[config.mk]
export PLATFORM = sky130hd
export DESIGN_NAME = instruction_fetch_unit
export DESIGN_NICKNAME = d
export VERILOG_FILES = /design/src/rtl/instruction_fetch_unit.sv
export SDC_FILE = /design/constraint.sdc
export NUM_CORES = 1
export LEC_CHECK = 0
export BUFFER_PORTS_ARGS = -buffer_cell sky130_fd_sc_hd__buf_2
export CAP_MARGIN = 25
export CORE_MARGIN = 4
export CORE_UTILIZATION = 40
export CTS_CLUSTER_DIAMETER = 30
export DETAILED_ROUTE_END_ITERATION = 16
export PLACE_DENSITY = 0.68
export REMOVE_ABC_BUFFERS = 1
export SKIP_CTS_REPAIR_TIMING = 1
export SYNTH_ARGS = -nofsm -noshare
export SYNTH_HDL_FRONTEND = slang
export SYNTH_SLANG_ARGS = --single-unit
[constraint.sdc]
create_clock -name CLK -period 4.2 [get_ports CLK]
set_input_delay 0 -clock CLK [delete_from_list [all_inputs] [get_ports CLK]]
set_output_delay 0 -clock CLK [all_outputs]
set_load 0.02 [all_outputs]
[src/rtl/instruction_fetch_unit.sv]
// instruction_fetch_unit: fetch PC, single-outstanding memory port, prefetch FIFO and redirect squashing
module instruction_fetch_unit #(
    parameter int XLEN = 64,
    parameter int ILEN = 32,
    parameter int DEPTH = 4,
    parameter logic [XLEN-1:0] RESET_PC = '0
) (
    input  logic                         CLK,
    input  logic                         reset_n,
    output logic                         mem_req,
    output logic [XLEN-1:0]              mem_addr,
    input  logic                         mem_gnt,
    input  logic                         mem_rvalid,
    input  logic [ILEN-1:0]              mem_rdata,
    output logic                         inst_valid,
    input  logic                         inst_ready,
    output logic [ILEN-1:0]              inst,
    output logic [XLEN-1:0]              inst_pc,
    input  logic                         redirect,
    input  logic [XLEN-1:0]              redirect_pc,
    output logic [$clog2(DEPTH+1)-1:0]   fifo_count
);
    localparam int PW = $clog2(DEPTH);
    localparam int CW = $clog2(DEPTH+1);
    localparam logic [CW-1:0] FULL = CW'(DEPTH);
    localparam logic [XLEN-1:0] STEP = XLEN'(ILEN / 8);
    localparam logic [XLEN-1:0] MASK = ~XLEN'(3);
    localparam logic [XLEN-1:0] PC0 = RESET_PC & MASK;
    typedef enum logic [1:0] {IDLE, REQ, WAIT, DROP} state_t;
    state_t state_q, state_d;
    logic [XLEN-1:0] pc_q, pc_d;
    logic [PW-1:0] head_q, head_d, tail_q, tail_d;
    logic [CW-1:0] count_q, count_d;
    logic [ILEN-1:0] inst_mem [DEPTH];
    logic [XLEN-1:0] pc_mem [DEPTH];
    logic hs, push, pop;
    assign hs = mem_req && mem_gnt;
    assign push = state_q == WAIT && mem_rvalid && !redirect;
    assign pop = inst_valid && inst_ready && !redirect;
    assign inst_valid = count_q != '0;
    assign inst = inst_mem[head_q];
    assign inst_pc = pc_mem[head_q];
    assign mem_addr = pc_q;
    assign fifo_count = count_q;
    // state and control registers; async reset returns to IDLE at the reset PC
    always_ff @(posedge CLK or negedge reset_n) begin
        if (!reset_n) begin
            state_q <= IDLE;
            pc_q    <= PC0;
            head_q  <= '0;
            tail_q  <= '0;
            count_q <= '0;
        end else begin
            state_q <= state_d;
            pc_q    <= pc_d;
            head_q  <= head_d;
            tail_q  <= tail_d;
            count_q <= count_d;
        end
    end
    // next state; a redirect with a request still in flight must wait out the stale response in DROP
    always_comb begin
        state_d = state_q;
        case (state_q)
            IDLE:    state_d = redirect ? IDLE : REQ;
            REQ:     state_d = hs ? (redirect ? DROP : WAIT) : REQ;
            WAIT:    state_d = mem_rvalid ? REQ : (redirect ? DROP : WAIT);
            DROP:    state_d = mem_rvalid ? REQ : DROP;
            default: state_d = IDLE;
        endcase
    end
    // request is withheld while the FIFO is full so a push can never overflow it
    always_comb begin
        mem_req = state_q == REQ && count_q < FULL;
    end
    // PC and FIFO pointer updates; redirect flushes by collapsing head onto tail
    always_comb begin
        pc_d    = redirect ? (redirect_pc & MASK) : hs ? pc_q + STEP : pc_q;
        head_d  = redirect ? tail_q : pop ? head_q + PW'(1) : head_q;
        tail_d  = push ? tail_q + PW'(1) : tail_q;
        count_d = redirect ? '0 : count_q + CW'(push) - CW'(pop);
    end
    // FIFO storage; the request PC is one step behind fetch_pc while in WAIT
    always_ff @(posedge CLK) begin
        if (push) begin
            inst_mem[tail_q] <= mem_rdata;
            pc_mem[tail_q]   <= pc_q - STEP;
        end
    end
endmodule

==> metrics.md, run 1 <==
| Metric | Value |
|---|---|
| Vias/cell | `5.29` |
| DRC viols | `0` |
| Die area | `51,100 µm²` |
| Skew-Pair Late Insertion Delay | `0.62 ns` |
| I/O pins | `267` |
| Worst endpoint required time | `between 4 and 5 ns` |
| CTS tree | `done` |
| Crit end category | `flip-flop` |
| Vias in the first global route | `12,112` |
| P per Cell Area | `628 nW/µm²` |
| Top post-synthesis cells by area | `edfxtp_1 (59%), mux4_2 (11%), dfrtp_1 (9.4%)` |
| Fin area | `25,600 µm²` |
| Drt initial violations | `slightly below 900` |
| Leak | `approximately 9.2 nW` |
| Synth Instances | `1,188` |
| Layout cell share with drive strength beyond 1 | `approximately a third` |
| Tcrit/Tclk final | `78.8%` |
| Flop and latch count out of synthesis | `roughly 450` |
| Fmax | `0.302 GHz` |
| Detailed Place HPWL | `roughly 31,000 µm` |
| RSZ-0062 raised after global routing | `no` |
| Crit Path Class | `reg2reg` |
| CTS Buf Count | `a little over 90` |
| Post-layout min period | `3.31 ns` |
| DP Area | `about 21,000 µm²` |
| CORE AREA | `46,800 µm²` |
| Pin count of the biggest net entering global routing | `72` |
| Cell Count, Final, Fillers Out | `~2,300` |
| Antenna violations before repair | `1` |
| # setup viols final | `0` |
| Register area | `between 10,000 and 15,000 µm²` |
| Total GRT Usage | `18.9%` |
| Most used DFF post-synth | `edfxtp_1` |
| Post-synthesis cell type with the largest combined area | `edfxtp_1` |
| CP top delay family | `simple AND/OR/NAND/NOR gates` |
| Crit start category | `flip-flop` |
| Post-Route WL | `50,200 µm` |
| Clk_skew | `around 0.027 ns` |
| GR Overflow Total | `0` |
| Inst Count DP | `slightly below 2,000` |
| Sequential-to-total area share from yosys stat | `between 60% and 70%` |
| Fillers | `roughly 3,700` |
| Final Wtd Congestion | `~0.85` |
| Syn Area/Cell | `between 15 and 20 µm²` |
| Peak supply drop | `0.429 mV` |
| Hold Slack | `-0.0116 ns` |
| Slew @ Worst Pin | `0.883 ns` |
| Rel. slew slack | `between 40% and 50%` |
| Async SR Flop Fraction | `around 16%` |
| Multi-input gate area | `approximately 5500 µm²` |
| First-pass GRT wire length | `73,000 µm` |
| Die Span X | `between 200 and 250 µm` |
| Number of max-cap violations | `0` |
| Type of the worst min-delay path | `in2reg` |
| Cell Area, Synth | `between 15,000 and 20,000 µm²` |
| Leading cell types in the layout, fill and taps excluded | `edfxtp_1 (376), buf_2 (258), dlygate4sd3_1 (140)` |
| Yosys warnings | `0` |
| Post-synth top area share | `roughly 60%` |
| EDFF count, synth | `376` |
| Final net count | `between 1,500 and 2,000` |
| Slowest-stage cell, CP | `or4b_2` |
| Total clock sinks | `447` |
| Max Transition Viols Final | `0` |
| CP max FO | `7` |
| Yosys cell types | `49` |
| Buf/Inv on CP | `1` |
| IO buf count | `260` |
| Die Y | `between 200 and 250 µm` |
| Clock root buffer | `clkbuf_16` |
| Status | `finished, violations left` |
| Commonest non-fill, non-tap cell in the layout | `edfxtp_1` |
| CTS H-tree depth | `3` |
| Clock-pin slew of the registers on the worst-case setup and hold paths | `~0.05 ns` |
| WL/cell | `roughly 22 µm` |
| CP arrival | `roughly 3.7 ns` |
| Via Count | `about 12,000` |
| Worst path cell trace | `inv_1 -> ha_1 -> or4b_2 -> or2_2 -> or4_1 -> or3_1 -> xnor2_1` |
| Initial Utilization | `between 40% and 50%` |
| Detail Route Antenna Nets | `0` |
| Failing checks | `negative hold slack` |
| Site Rows | `a little under 80` |
| Hold Violations, Final | `1` |
| Post-layout util | `roughly 55%` |
| DR pass1 iterations | `6` |
| Area growth, synth to finish | `34.8%` |
| Bufs on Longest Clock Path | `3` |
| Max incr delay on CP | `~0.76 ns` |
| Power consumption | `about 0.016 W` |
## flip-flops by register name, indices dropped and copies added (netlist names)
signal	flops
head_q	2
mem_addr	62
tail_q	2
fifo_count	3
state_q	2
inst_mem	128
pc_mem	248
## where the power goes
group	total (W)	internal [W]	switching, W	leakage [nW]
clock network	0.00738	0.00498	0.00240	1.56
logic	0.00331	0.00146	0.00185	3.45
registers	0.00541	0.00503	0.000388	4.22
total	0.0161	0.0115	0.00464	9.23
## per-layer routing
layer | GRT usage (%) | vias up | part of all wire [%]
met1 | 24.4 | 6179 | 41
met4 | 7.67 | 0 | 2.7
li1 | - | 5541 | -
met3 | 5.95 | 86 | 7.4
met5 | 0 | - | 0
met2 | 30.0 | 410 | 49
## worst register-to-register path: stages (launching register included)
cell,delay [ns]
dfrtp_1,0.42
inv_1,0.19
ha_1,0.23
or4b_2,0.76
or2_2,0.40
or4_1,0.46
or3_1,0.34
xnor2_1,0.30
## path summary, 6_finish.rpt
path                             start             to  slack, ns  cells after the start
setup / recovery           mem_addr[2]  pc_mem[3][26]       0.89                      7
hold / removal                 mem_gnt     state_q[0]      -0.01                      4
setup reg to reg           mem_addr[2]  pc_mem[3][26]       0.89                      7
hold reg to reg              tail_q[0]      head_q[0]       0.55                      2
max in group asynchronous      reset_n   mem_addr[55]       3.43                      4
min in group asynchronous      reset_n   mem_addr[15]       0.45                      4
## Yosys cell counts (22+ instances only)
| library cell | count |
|---|---|
| edfxtp_1 | 376 |
| mux4_2 | 94 |
| nand2_1 | 77 |
| dfrtp_1 | 71 |
| clkbuf_1 | 63 |
| o21ai_0 | 54 |
| nor2_1 | 52 |
| xor2_1 | 51 |
| xnor2_1 | 47 |
| nor3_1 | 32 |
| nand4_1 | 27 |
| nor4_1 | 27 |
| nand3_1 | 25 |
| or3_1 | 24 |
| or4_1 | 23 |
| inv_1 | 22 |
## final cells by class
class / instances / area share [%]
well taps: 607 / 2.96
diodes: 1 / 0.00977
repair buffers: 422 / 11.6
clock inverters: 66 / 2.91
inverters: 22 / 0.322
flip-flops and latches: 447 / 51.0
clock buffers: 110 / 9.66
multi-input cells: 634 / 21.5
## cells by family (layout without fill, tap and decap cells)
kind of cell | Yosys count | after routing | share of synthesized area (%)
other | 1 | 5 | 0.0197
AOI/OAI and AO/OA | 91 | 91 | 2.79
DFF | 447 | 447 | 68.8
muxes | 98 | 98 | 11.4
adders and majority gates | 9 | 9 | 0.632
and+or+nand+nor | 333 | 333 | 9.44
buffers and inverters | 110 | 620 | 2.39
xor gates and xnor gates | 99 | 99 | 4.60
## through the flow
step | worst slack, ns | setup TNS [ns] | hold slack, ns
2_1_floorplan | -0.258 | -22.39 | -0.296
3_3_place_gp | 1.02 | 0 | 0.211
3_5_place_dp | 0.906 | 0 | 0.213
4_1_cts | 0.891 | 0 | -0.432
5_1_grt | 0.735 | 0 | 0.0276
6_report | 0.890 | 0 | -0.0116
No activity file was read; power rests on OpenSTA's default activity.
==> run 2: changes to the inputs <==
- clock period: 4.2 -> 3.3 ns (I/O delays scaled with it)
==> run 2 against run 1 <==
Non-clock buffer count grew 18. Critical endpoint unchanged. Clock power is 23% higher. Via count up 1.1%. Clock skew down 0.0013 ns. First-iteration DRC count increased by 5.4%. Highest routed layer unchanged. Global-route usage rose by 0.30 points. Combinational power grew 35%. Setup slack got worse by 0.69 ns. Design area barely moved. The run now ends clean. Total power rose by 26%. Critical path type unchanged.
==> metrics.md, run 2 (synthesis gave the netlist of run 1 again) <==
| Metric | Value |
|---|---|
| Rel. slew slack | `43.2% (+2.1 points)` |
| Initial Utilization | `40.6% (unchanged)` |
| I/O pins | `267 (unchanged)` |
| DRC viols | `0 (unchanged)` |
| Slew @ Worst Pin | `0.851 ns (-0.0321 ns)` |
| Via Count | `12,350 (+1.1%)` |
| WL/cell | `21.8 µm (+0.26%)` |
| Clock network power share | `44.7% (-1.1 points)` |
| Bufs on Longest Clock Path | `3 (unchanged)` |
| P per Cell Area | `792 nW/µm² (+26%)` |
| Post-layout min period | `3.10 ns (-0.208 ns)` |
| CTS H-tree depth | `3 (unchanged)` |
| Seq pwr share | `33.4% (-0.2 points)` |
| Post-Route WL | `50,500 µm (+0.48%)` |
| Total GRT Usage | `19.2% (+0.30 points)` |
| Detail Route Antenna Nets | `0 (unchanged)` |
| Die area | `51,100 µm² (unchanged)` |
| Post-layout util | `54.8% (about the same)` |
| Combinational fraction of design power | `22.0% (+1.5 points)` |
| Total clock sinks | `447 (unchanged)` |
| Leading cell types in the layout, fill and taps excluded | `edfxtp_1 (376), buf_2 (258), dlygate4sd3_1 (121)` |
| Internal power | `0.0145 W (+26%)` |
| Max incr delay on CP | `0.66 ns (-0.10 ns)` |
| CTS tree | `done` |
| Final Wtd Congestion | `0.850 (+0.43%)` |
| Met2 wire len | `23,900 µm (-3.2%)` |
| CTS Buf Count | `88 (-5.4%)` |
| Clk_skew | `0.0257 ns (-0.00132 ns)` |
| Peak supply drop | `0.424 mV (-1.1%)` |
| Drt initial violations | `913 (+5.4%)` |
| Status | `finished, final reports clean` |
| Clock root buffer | `clkbuf_16` |
| Area growth, synth to finish | `34.9% (about the same)` |
| Leak | `9.28 nW (+0.52%)` |
| CP arrival | `3.49 ns (-0.20 ns)` |
| P_sw | `0.00583 W (+26%)` |
| Fillers | `3,708 (+0.081%)` |
| Setup TNS | `0 ns (unchanged)` |
| Skew-Pair Late Insertion Delay | `0.62 ns (about the same)` |
| CP max FO | `6 (-1)` |
| Vias/cell | `5.34 (+0.88%)` |
| Routed wl met3 | `3480 µm (-6.5%)` |
| First-pass GRT wire length | `73,700 µm (+0.97%)` |
| Max reg flops | `248 (unchanged)` |
| Final net count | `1,744 (+0.75%)` |
| DP Area | `21,300 µm² (+1.7%)` |
| CP top delay family | `simple AND/OR/NAND/NOR gates` |
| Type of the worst min-delay path | `in2reg` |
| Vias in the first global route | `12,204 (+0.76%)` |
| Number of max-cap violations | `0 (unchanged)` |
| CORE AREA | `46,800 µm² (unchanged)` |
| Clock-pin slew of the registers on the worst-case setup and hold paths | `0.05 ns (about the same)` |
| Fin area | `25,600 µm² (about the same)` |
| Antenna violations before repair | `3 (+2)` |
| Fmax | `0.322 GHz (+6.7%)` |
| RSZ-0062 raised after global routing | `no` |
| Commonest non-fill, non-tap cell in the layout | `edfxtp_1` |
| Crit Path Class | `reg2reg` |
| Register bank with the most flops | `pc_mem` |
| Switching fraction of total power | `28.7% (-0.059 points)` |
| GR Overflow Total | `0 (unchanged)` |
| Buf/Inv on CP | `1 (unchanged)` |
| Hold Violations, Final | `0 (-1)` |
| Worst path cell trace | `inv_1 -> ha_1 -> or4b_2 -> or2_2 -> or4_1 -> or3_1 -> xnor2_1` |
| Pin count of the biggest net entering global routing | `72 (unchanged)` |
| Max Transition Viols Final | `0 (unchanged)` |
| DR pass1 iterations | `5 (-1)` |
| Crit end category | `flip-flop` |
| Tcrit/Tclk final | `94.0% (+15 points)` |
| Layout cell share with drive strength beyond 1 | `33.8% (+1.4 points)` |
| Worst endpoint required time | `3.69 ns (-0.89 ns)` |
| Crit start category | `flip-flop` |
| Die Y | `226 µm (unchanged)` |
| M1 wire length | `21,300 µm (+3.8%)` |
| Site Rows | `79 (unchanged)` |
| IO buf count | `260 (unchanged)` |
| Slowest-stage cell, CP | `or4b_2` |
| Die Span X | `226 µm (unchanged)` |
| # setup viols final | `0 (unchanged)` |
| Top layer in use | `met4` |
| Detailed Place HPWL | `33,300 µm (+6.9%)` |
[run 2: final cells by class]
cell class / instances / area (µm²) / share of cell area (%)
sequential: 447 / 13100 / 51.0
clock inverter: 63 / 758 / 2.96
multi-input combinational: 634 / 5500 / 21.5
clock buffer: 100 / 2320 / 9.05
timing repair buffer: 440 / 3130 / 12.2
tap: 607 / 759 / 2.96
inverter: 22 / 82.6 / 0.322
antenna: 1 / 2.50 / 0.00976
[run 2: worst paths after layout]
kind,from,end,slack [ns],cells past startpoint
min in group asynchronous,reset_n,state_q[1],0.46,4
max in group asynchronous,reset_n,mem_addr[9],1.98,4
max reg2reg,mem_addr[2],pc_mem[3][26],0.20,7
max,mem_addr[2],pc_mem[3][26],0.20,7
min reg2reg,mem_addr[63],mem_addr[63],0.56,2
min,mem_gnt,state_q[1],0.11,4
[run 2: power by group through the flow]
stage	logic (W)	clock network [W]	registers (W)
2_1_floorplan	0.00248	0	0.00716
3_3_place_gp	0.00435	0	0.00686
3_5_place_dp	0.00440	0	0.00687
4_1_cts	0.00441	0.00919	0.00678
5_1_grt	0.00479	0.00951	0.00681
6_report	0.00446	0.00907	0.00677
[run 2: routing by layer]
layer  up-vias  GRT usage (%)
met1      6274           25.2
li1       5559              -
met5         -              0
met3       102           5.82
met4         0           8.50
met2       415           29.8
[run 2: worst min-delay path, stage by stage]
cell and delay, ns:
buf_2 0.10, nand4bb_1 0.26, buf_4 0.20, o21ai_0 0.09
[run 2: metrics by stage]
stage	hold slack [ns]	std cells	setup WS, ns	total power, W
after detailed placement	0.213	2028	0.216	0.0113
after floorplan	-0.296	1103	-1.16	0.00964
final	0.108	2314	0.198	0.0203
after global routing	0.126	2314	0.0949	0.0211
after global placement	0.211	2028	0.312	0.0112
after CTS	-0.438	2191	0.197	0.0204
